[src/rtl/snake_pkg.sv]
// rtl/snake_pkg.sv - shared encodings, geometry constants and helpers for the snake step controller
package snake_pkg;

  localparam logic [2:0] DIR_UP    = 3'b000;
  localparam logic [2:0] DIR_LEFT  = 3'b001;
  localparam logic [2:0] DIR_RIGHT = 3'b010;
  localparam logic [2:0] DIR_DOWN  = 3'b011;

  localparam logic [3:0]  LINK_SIZE = 4'd10;
  localparam logic [9:0]  START_X   = 10'd320;
  localparam logic [9:0]  START_Y   = 10'd240;
  localparam logic [9:0]  X_MIN     = 10'd0;
  localparam logic [9:0]  X_MAX     = 10'd629;
  localparam logic [9:0]  Y_MIN     = 10'd0;
  localparam logic [9:0]  Y_MAX     = 10'd469;
  localparam logic [12:0] START_LEN = 13'd3;
  localparam logic [12:0] MAX_LEN   = 13'd1000;

  typedef enum logic [1:0] {
    ST_IDLE   = 2'd0,
    ST_RUN    = 2'd1,
    ST_PAUSED = 2'd2,
    ST_DEAD   = 2'd3
  } state_t;

  function automatic logic [2:0] opposite(input logic [2:0] dir);
    case (dir)
      DIR_UP:    opposite = DIR_DOWN;
      DIR_DOWN:  opposite = DIR_UP;
      DIR_LEFT:  opposite = DIR_RIGHT;
      DIR_RIGHT: opposite = DIR_LEFT;
      default:   opposite = dir;
    endcase
  endfunction

endpackage

[src/rtl/dir_arbiter.sv]
// rtl/dir_arbiter.sv - button priority encoder with reversal rejection, holds the pending direction
module dir_arbiter
  import snake_pkg::*;
(
  input  logic       i_clk,
  input  logic       i_reset,
  input  logic       i_en,
  input  logic       i_btn_up,
  input  logic       i_btn_left,
  input  logic       i_btn_right,
  input  logic       i_btn_down,
  input  logic [2:0] i_cur_dir,
  output logic [2:0] o_pend_dir
);

  logic [2:0] r_pend_dir;
  logic       w_req_valid;
  logic [2:0] w_req_dir;

  // Highest-priority button wins first; only then is it tested against a reversal.
  always_comb begin
    w_req_valid = 1'b1;
    w_req_dir   = DIR_RIGHT;
    if (i_btn_up) begin
      w_req_dir = DIR_UP;
    end else if (i_btn_left) begin
      w_req_dir = DIR_LEFT;
    end else if (i_btn_right) begin
      w_req_dir = DIR_RIGHT;
    end else if (i_btn_down) begin
      w_req_dir = DIR_DOWN;
    end else begin
      w_req_valid = 1'b0;
    end
  end

  always_ff @(posedge i_clk) begin
    if (i_reset) begin
      r_pend_dir <= DIR_RIGHT;
    end else if (i_en && w_req_valid && (w_req_dir != opposite(i_cur_dir))) begin
      r_pend_dir <= w_req_dir;
    end
  end

  assign o_pend_dir = r_pend_dir;

endmodule

[src/rtl/snake_step_ctrl.sv]
// rtl/snake_step_ctrl.sv - frame-rate sequencer: sub-link counter, head motion, link commit, growth, pause, game over
module snake_step_ctrl
  import snake_pkg::*;
(
  input  logic        i_clk,
  input  logic        i_reset,
  input  logic        i_frame_tick,
  input  logic        i_btn_up,
  input  logic        i_btn_left,
  input  logic        i_btn_right,
  input  logic        i_btn_down,
  input  logic        i_btn_pause,
  input  logic        i_start,
  input  logic        i_grow,
  input  logic        i_collision,
  output logic [3:0]  o_count,
  output logic [2:0]  o_next_direction,
  output logic [9:0]  o_head_x,
  output logic [9:0]  o_head_y,
  output logic [12:0] o_length,
  output logic        o_pause,
  output logic        o_step,
  output logic        o_game_over
);

  state_t      r_state;
  logic [3:0]  r_count;
  logic [2:0]  r_next_dir;
  logic [9:0]  r_head_x;
  logic [9:0]  r_head_y;
  logic [12:0] r_length;
  logic        r_grow_pend;
  logic        r_step;
  logic        r_pause;
  logic        r_game_over;
  logic        r_pause_btn_d;

  state_t      w_nxt_state;
  logic [3:0]  w_nxt_count;
  logic [2:0]  w_nxt_dir;
  logic [9:0]  w_nxt_x;
  logic [9:0]  w_nxt_y;
  logic [12:0] w_nxt_length;
  logic        w_nxt_grow_pend;
  logic        w_nxt_step;
  logic [9:0]  w_move_x;
  logic [9:0]  w_move_y;
  logic        w_wall;
  logic        w_pause_rise;
  logic        w_reload;
  logic        w_arb_en;
  logic [2:0]  w_pend_dir;

  assign w_pause_rise = i_btn_pause && !r_pause_btn_d;
  assign w_reload     = i_reset || ((r_state == ST_DEAD) && i_start);
  assign w_arb_en     = (r_state == ST_RUN) || (r_state == ST_PAUSED);

  dir_arbiter u_dir_arbiter (
    .i_clk       (i_clk),
    .i_reset     (w_reload),
    .i_en        (w_arb_en),
    .i_btn_up    (i_btn_up),
    .i_btn_left  (i_btn_left),
    .i_btn_right (i_btn_right),
    .i_btn_down  (i_btn_down),
    .i_cur_dir   (r_next_dir),
    .o_pend_dir  (w_pend_dir)
  );

  // Wall test looks at the current edge before stepping so 0-1 never wraps.
  always_comb begin
    w_move_x = r_head_x;
    w_move_y = r_head_y;
    w_wall   = 1'b0;
    case (r_next_dir)
      DIR_UP: begin
        w_wall   = (r_head_y == Y_MIN);
        w_move_y = r_head_y - 10'd1;
      end
      DIR_DOWN: begin
        w_wall   = (r_head_y == Y_MAX);
        w_move_y = r_head_y + 10'd1;
      end
      DIR_LEFT: begin
        w_wall   = (r_head_x == X_MIN);
        w_move_x = r_head_x - 10'd1;
      end
      DIR_RIGHT: begin
        w_wall   = (r_head_x == X_MAX);
        w_move_x = r_head_x + 10'd1;
      end
      default: ;
    endcase
  end

  always_comb begin
    w_nxt_state     = r_state;
    w_nxt_count     = r_count;
    w_nxt_dir       = r_next_dir;
    w_nxt_x         = r_head_x;
    w_nxt_y         = r_head_y;
    w_nxt_length    = r_length;
    w_nxt_grow_pend = r_grow_pend;
    w_nxt_step      = 1'b0;

    if (i_grow && (r_state != ST_DEAD)) begin
      w_nxt_grow_pend = 1'b1;
    end

    case (r_state)
      ST_IDLE: begin
        if (i_start) w_nxt_state = ST_RUN;
      end
      ST_RUN: begin
        if (i_collision) begin
          w_nxt_state = ST_DEAD;
        end else if (w_pause_rise) begin
          w_nxt_state = ST_PAUSED;
        end else if (i_frame_tick) begin
          if (r_count == LINK_SIZE) begin
            w_nxt_count = 4'd0;
            w_nxt_step  = 1'b1;
            w_nxt_dir   = w_pend_dir;
            if (r_grow_pend || i_grow) begin
              w_nxt_grow_pend = 1'b0;
              if (r_length != MAX_LEN) w_nxt_length = r_length + 13'd1;
            end
          end else if (w_wall) begin
            w_nxt_state = ST_DEAD;
          end else begin
            w_nxt_count = r_count + 4'd1;
            w_nxt_x     = w_move_x;
            w_nxt_y     = w_move_y;
          end
        end
      end
      ST_PAUSED: begin
        if (w_pause_rise) w_nxt_state = ST_RUN;
      end
      ST_DEAD: ;
      default: w_nxt_state = ST_IDLE;
    endcase
  end

  // Leaving DEAD via start reuses the reset load so every register restarts together.
  always_ff @(posedge i_clk) begin
    if (w_reload) begin
      r_state       <= ST_IDLE;
      r_count       <= 4'd0;
      r_next_dir    <= DIR_RIGHT;
      r_head_x      <= START_X;
      r_head_y      <= START_Y;
      r_length      <= START_LEN;
      r_grow_pend   <= 1'b0;
      r_step        <= 1'b0;
      r_pause       <= 1'b1;
      r_game_over   <= 1'b0;
      r_pause_btn_d <= 1'b0;
    end else begin
      r_state       <= w_nxt_state;
      r_count       <= w_nxt_count;
      r_next_dir    <= w_nxt_dir;
      r_head_x      <= w_nxt_x;
      r_head_y      <= w_nxt_y;
      r_length      <= w_nxt_length;
      r_grow_pend   <= w_nxt_grow_pend;
      r_step        <= w_nxt_step;
      r_pause       <= (w_nxt_state != ST_RUN);
      r_game_over   <= (w_nxt_state == ST_DEAD);
      r_pause_btn_d <= i_btn_pause;
    end
  end

  assign o_count          = r_count;
  assign o_next_direction = r_next_dir;
  assign o_head_x         = r_head_x;
  assign o_head_y         = r_head_y;
  assign o_length         = r_length;
  assign o_pause          = r_pause;
  assign o_step           = r_step;
  assign o_game_over      = r_game_over;

endmodule

[config.mk]
export PLATFORM = sky130hd
export DESIGN_NAME = snake_step_ctrl
export DESIGN_NICKNAME = d
export VERILOG_FILES = /design/src/rtl/snake_pkg.sv /design/src/rtl/dir_arbiter.sv /design/src/rtl/snake_step_ctrl.sv
export SDC_FILE = /design/constraint.sdc
export NUM_CORES = 1
export LEC_CHECK = 0
export CAP_MARGIN = 20
export CORE_ASPECT_RATIO = 1.5
export CORE_MARGIN = 1
export CORE_UTILIZATION = 59
export CTS_BUF_LIST = sky130_fd_sc_hd__clkbuf_8
export CTS_CLUSTER_DIAMETER = 150
export DETAILED_ROUTE_END_ITERATION = 10
export PLACE_DENSITY = 0.88
export SYNTH_ARGS = -nofsm -noshare
export SYNTH_HDL_FRONTEND = slang
export SYNTH_SLANG_ARGS = --single-unit
export TNS_END_PERCENT = 10
[constraint.sdc]
create_clock -name i_clk -period 8.3 [get_ports i_clk]
set_clock_uncertainty 0.15 [all_clocks]
set_input_delay 2.075 -clock i_clk [delete_from_list [all_inputs] [get_ports i_clk]]
set_output_delay 2.075 -clock i_clk [all_outputs]
set_load 0.02 [all_outputs]
# Word level (Yosys, flattened, before mapping)
# Index checks and enable logic that the tools add are counted.
# word_totals
ff_bits	50
inputBits	11
out_inout_bits	43
elab_cells	91
# classes
addsub	6
n_eq_ne	15
mux	31
bitwise	6
reduce_logical	21
# ops
operator	n
one-hot mux 10 bit (2 select lines)	2
AND reduction 7 bit	3
adder 10 x 1 -> 10 bit (second input constant)	2
logical NOT 10 bit	2
subtractor 10 x 1 -> 10 bit (second input constant)	2
2-to-1 mux 2 bit	7
adder 13 x 1 -> 13 bit (second input constant)	1
2-to-1 mux 1 bit	13
!= test 13 x 10 -> 1 bit (second input constant)	1
2-to-1 mux 3 bit	4
one-hot mux 3 bit (4 select lines)	1
== test 10 bit (second input constant)	1
== test 10 x 9 -> 1 bit (second input constant)	1
AND reduction 5 bit	2
2-to-1 mux 4 bit	2
== test 2 bit (second input constant)	3
== test 3 x 2 -> 1 bit (second input constant)	2
NOT 1 bit	6
one-hot mux 2 bit (3 select lines)	1
logical AND 1 bit	5
OR reduction 5 bit	1
adder 4 x 1 -> 4 bit (second input constant)	1
== test 4 bit (second input constant)	1
!= test 2 x 1 -> 1 bit (second input constant)	2
other kinds (10)	13

# Depth between registers and ports, before layout
# depth
word_depth	9
depth_mapped	11
ltp_nobuf	11

# Modules after synthesis
# Synthesis repeated with hierarchy kept, for this count alone.
# hier_totals
hier_cells	356
hier_area_um2	3105.5
# modules_own_cells
module	n_inst	cells_per_inst	area_per_inst_um2	seq_area_each_um2
snake_step_ctrl	1	331	2897.8	940.9
dir_arbiter	1	25	207.7	40.0

# Least setup slack after synthesis
# OpenSTA, ideal clock, no wires.
# synth_timing
kind	input -> register
start	input i_btn_pause
end	register r_length[7] (netlist: o_length[7])
setup_time_ns	0.124
arrival_ns	3.501
required_ns	8.026
slack_ns	4.524
path_stages	7
path_buffers	0
path_cell_list	or2b_2 -> nand4b_1 -> nor4_4 -> nand4_2 -> or3_1 -> xor2_1 -> nor2_1
# synth_via
elab_chain_cells	3
# synth_lines
element	line_no	rtl
start: declaration	snake_step_ctrl.sv:12	input logic i_btn_pause,
logical AND 1 bit	snake_step_ctrl.sv:54	assign w_pause_rise = i_btn_pause && !r_pause_btn_d;
NOT 1 bit (no line)	--	
AND reduction 7 bit (no line)	--	
end signal: assignment	snake_step_ctrl.sv:165	r_length <= w_nxt_length;
end: declaration	snake_step_ctrl.sv:31	logic [12:0] r_length;
# Every way passes these cells.
# A chain may end at the register's enable or synchronous reset.

# Worst setup path in the final report
# layout_timing
start	input i_btn_pause
end	register r_head_y[9] (netlist: o_head_y[9])
# layout_via
elab_chain_cells	3
# layout_lines
element	line_no	rtl
logical AND 1 bit	snake_step_ctrl.sv:54	
NOT 1 bit (no line)	--	
AND reduction 7 bit (no line)	--	
end signal: assignment	snake_step_ctrl.sv:164	r_head_y <= w_nxt_y;
end: declaration	snake_step_ctrl.sv:30	logic [9:0] r_head_y;
# Every way passes these cells.

==> results.ini <==
[clock_tree]
cts.path.max_buffers = 2
insertion_delay_ns = 0.30
cts_sinks = 48
root_buffer = clkbuf_8
postCtsSetupRepairBufs = 0
cts_buffers = 5
clk_pin_slew_ns = 0.09
cts_tree = yes
htree_levels = 2
ctsResizeCount = 0
postCtsHoldBufs = 0

[pwr]
peakVddDrop_uv = 96.8
leakage_nw = 1.45
power_density_nw_per_um2 = 120
power.total_mw = 0.433

[routing]
routedWlPerCell_um = 14.6
wirelength_um = 6610
ant_nets = 0
vias = 2650
drtIter0Drc = 95
detail_route.first_pass.iterations = 4
drc_errors = 0
via_per_inst = 5.86

[synth]
yosysUniqueCellTypes = 63
synth_edf_count = 0
ys_warn_count = 0
ys_seq_area_frac = 0.325
async_reset_ff_frac = 0
avgSynthCellArea_um2 = 8.82
synth_flop_cell = dfxtp_1
syn_area_um2 = 2960
synthCells = 335
syn_nets = 374
synth_seq_cells = 48

[floorplan]
initial_utilization = 0.614
rows = 31
die_h_um = 88.7
dieArea_um2 = 5300
io_pins = 54
die_x_um = 59.8
coreArea_um2 = 4810

[finish]
mostFrequentLayoutCell = clkdlybuf4s50_1
layout-drive-gt1-share = 0.0544
seqCellArea_um2 = 961
fill_cells = 385
final_cells = 452
multiInputGateArea_um2 = 1890
final_cell_mix = clkdlybuf4s50_1 (52), dfxtp_1 (48), nor2_1 (46), ha_1 (26), nand2_1 (24)
syn_to_final_growth_pct = 21.8
final_nets = 425
antenna_cells = 0

[setup_path]
worstPathRequired_ns = 8.32
r2r_slack_ns = 5.19
cp_slowest_cell = clkdlybuf4s50_1
reg2regPathDepth = 11
timing.rr.end = o_head_x[9]$_SDFFE_PP0P_
crit_end = o_head_y[9]$_SDFFE_PP0P_
path_class = input pin to flop
max_stage_delay_ns = 0.42
critical_path_arrival_ns = 4.31
critical_path.endpoint_type = flop
r2r_start = o_next_direction[0]$_SDFFE_PP0P_
setup.worst_path.start_class = input pin
cp_max_fo = 15
critPathLaunch = i_btn_pause
worstPathCellList = clkdlybuf4s50_1 -> or2b_2 -> nand4b_1 -> nor3b_1 -> nand3_2 -> nor4_2 -> xnor2_1 -> nor2_1

[timing]
slew_headroom = 0.575
setup_tns_ns = 0
slew_viol_final = 0
min_period_over_period = 0.517
setup_viol_count_final = 0
layout_setup_ws_ns = 4.01
whs_ns = 0.333
grt_setup_unrepaired = no
tightest_slew_ns = 0.638
fmax_mhz = 233
period_needed_ns = 4.29
hold_viol = 0

[placement]
place_congestion = 0.872
placed_cells = 445
pre_cts_ws_ns = 3.74
portBuffers = 52
hpwl_um = 4940

[min_path]
hp-start = r_grow_pend$_SDFF_PP0_
worstHoldPathType = flop to flop

[grt]
grt_pass1_wl_um = 10800
antenna_found_initial = 0
grt_max_degree = 34
overflow = 0
grt_pass1_vias = 2506
grt_util_all_layers = 0.265

[run_status]
status = complete, no violations

[job]
cap_viol_max_count = 0

cell usage after synthesis, types with 4 or more instances:
| cell | number | area [um2] |
|---|---|---|
| nor3_1 | 5 | 25.0 |
| a21o_1 | 7 | 52.6 |
| xor2_1 | 15 | 131 |
| ha_1 | 26 | 325 |
| dfxtp_1 | 48 | 961 |
| nor2_1 | 46 | 173 |
| nor2b_1 | 5 | 31.3 |
| xnor2_1 | 16 | 140 |
| nand4_1 | 4 | 25.0 |
| nor4_1 | 6 | 37.5 |
| and3_1 | 4 | 25.0 |
| o21ai_0 | 11 | 55.1 |
| mux2i_1 | 13 | 130 |
| nand3_1 | 4 | 20.0 |
| a21oi_1 | 18 | 90.1 |
| inv_1 | 14 | 52.6 |
| clkbuf_1 | 4 | 15.0 |
| nand2_1 | 24 | 90.1 |
kinds of logic (layout without fill, tap and decap cells):
family | count (synthesis) | after routing | share of synthesized area
and+or+nand+nor | 122 | 122 | 0.220
AOI/OAI and AO/OA | 68 | 68 | 0.156
DFF | 48 | 48 | 0.325
xor gates and xnor gates | 31 | 31 | 0.0919
adders and majority gates | 28 | 28 | 0.124
buffers and inverters | 23 | 74 | 0.0343
muxes | 14 | 14 | 0.0478
other | 1 | 1 | 0.00127
state kept, by name, indices dropped and copies added, names as in the netlist:
register / cells
o_head_x: 10
o_count: 4
o_pause: 1
o_step: 1
r_pause_btn_d: 1
o_length: 13
u_dir_arbiter.o_pend_dir: 2
r_grow_pend: 1
r_state: 2
o_next_direction: 2
o_game_over: 1
o_head_y: 10
critical path: cells and delay by family:
family | cells | cell delay, ns
buffers and inverters | 1 | 0.42
xor gates and xnor gates | 1 | 0.15
and+or+nand+nor | 6 | 1.66
area by class of cell:
cell class,instances,share of cell area
clock buffers,5,0.0191
clock inverters,2,0.00348
inverters,14,0.0146
multi-input cells,264,0.526
flip-flops and latches,48,0.267
well taps,66,0.0229
repair buffers,53,0.147
worst min-delay path by stage:
stage / to / slack, ns / cells past startpoint
finish: r_grow_pend$_SDFF_PP0_ / 0.33 / 2
global route: u_dir_arbiter.o_pend_dir[0]$_SDFFE_PP0P_ / 0.37 / 2
CTS: r_grow_pend$_SDFF_PP0_ / 0.33 / 2
detailed placement: r_grow_pend$_SDFF_PP0_ / 0.31 / 2
global placement: u_dir_arbiter.o_pend_dir[0]$_SDFFE_PP0P_ / 0.30 / 2
floorplan: u_dir_arbiter.o_pend_dir[0]$_SDFFE_PP0P_ / 0.29 / 2
layer usage:
layer	vias to the layer above	GRT usage	wire [um]
met5	-	0	0
li1	1296	-	-
met3	14	0.0395	206
met4	0	0.0994	131
met2	66	0.499	3530
met1	1274	0.289	2750
where the power goes:
part / switching [mW] / total (mW) / leakage, nW / internal (mW)
Clock: 0.0786 / 0.136 / 0.0400 / 0.0572
Sequential: 0.00604 / 0.243 / 0.388 / 0.237
Combinational: 0.0298 / 0.0547 / 1.03 / 0.0250
stage by stage:
| step | utilization | area, um2 |
|---|---|---|
| 6_report | 0.748 | 3600 |
| 5_1_grt | 0.748 | 3600 |
| 4_1_cts | 0.748 | 3600 |
| 3_5_place_dp | 0.731 | 3520 |
| 3_3_place_gp | 0.731 | 3520 |
| 2_1_floorplan | - | 2960 |
Power figures use the tool's default switching activity.
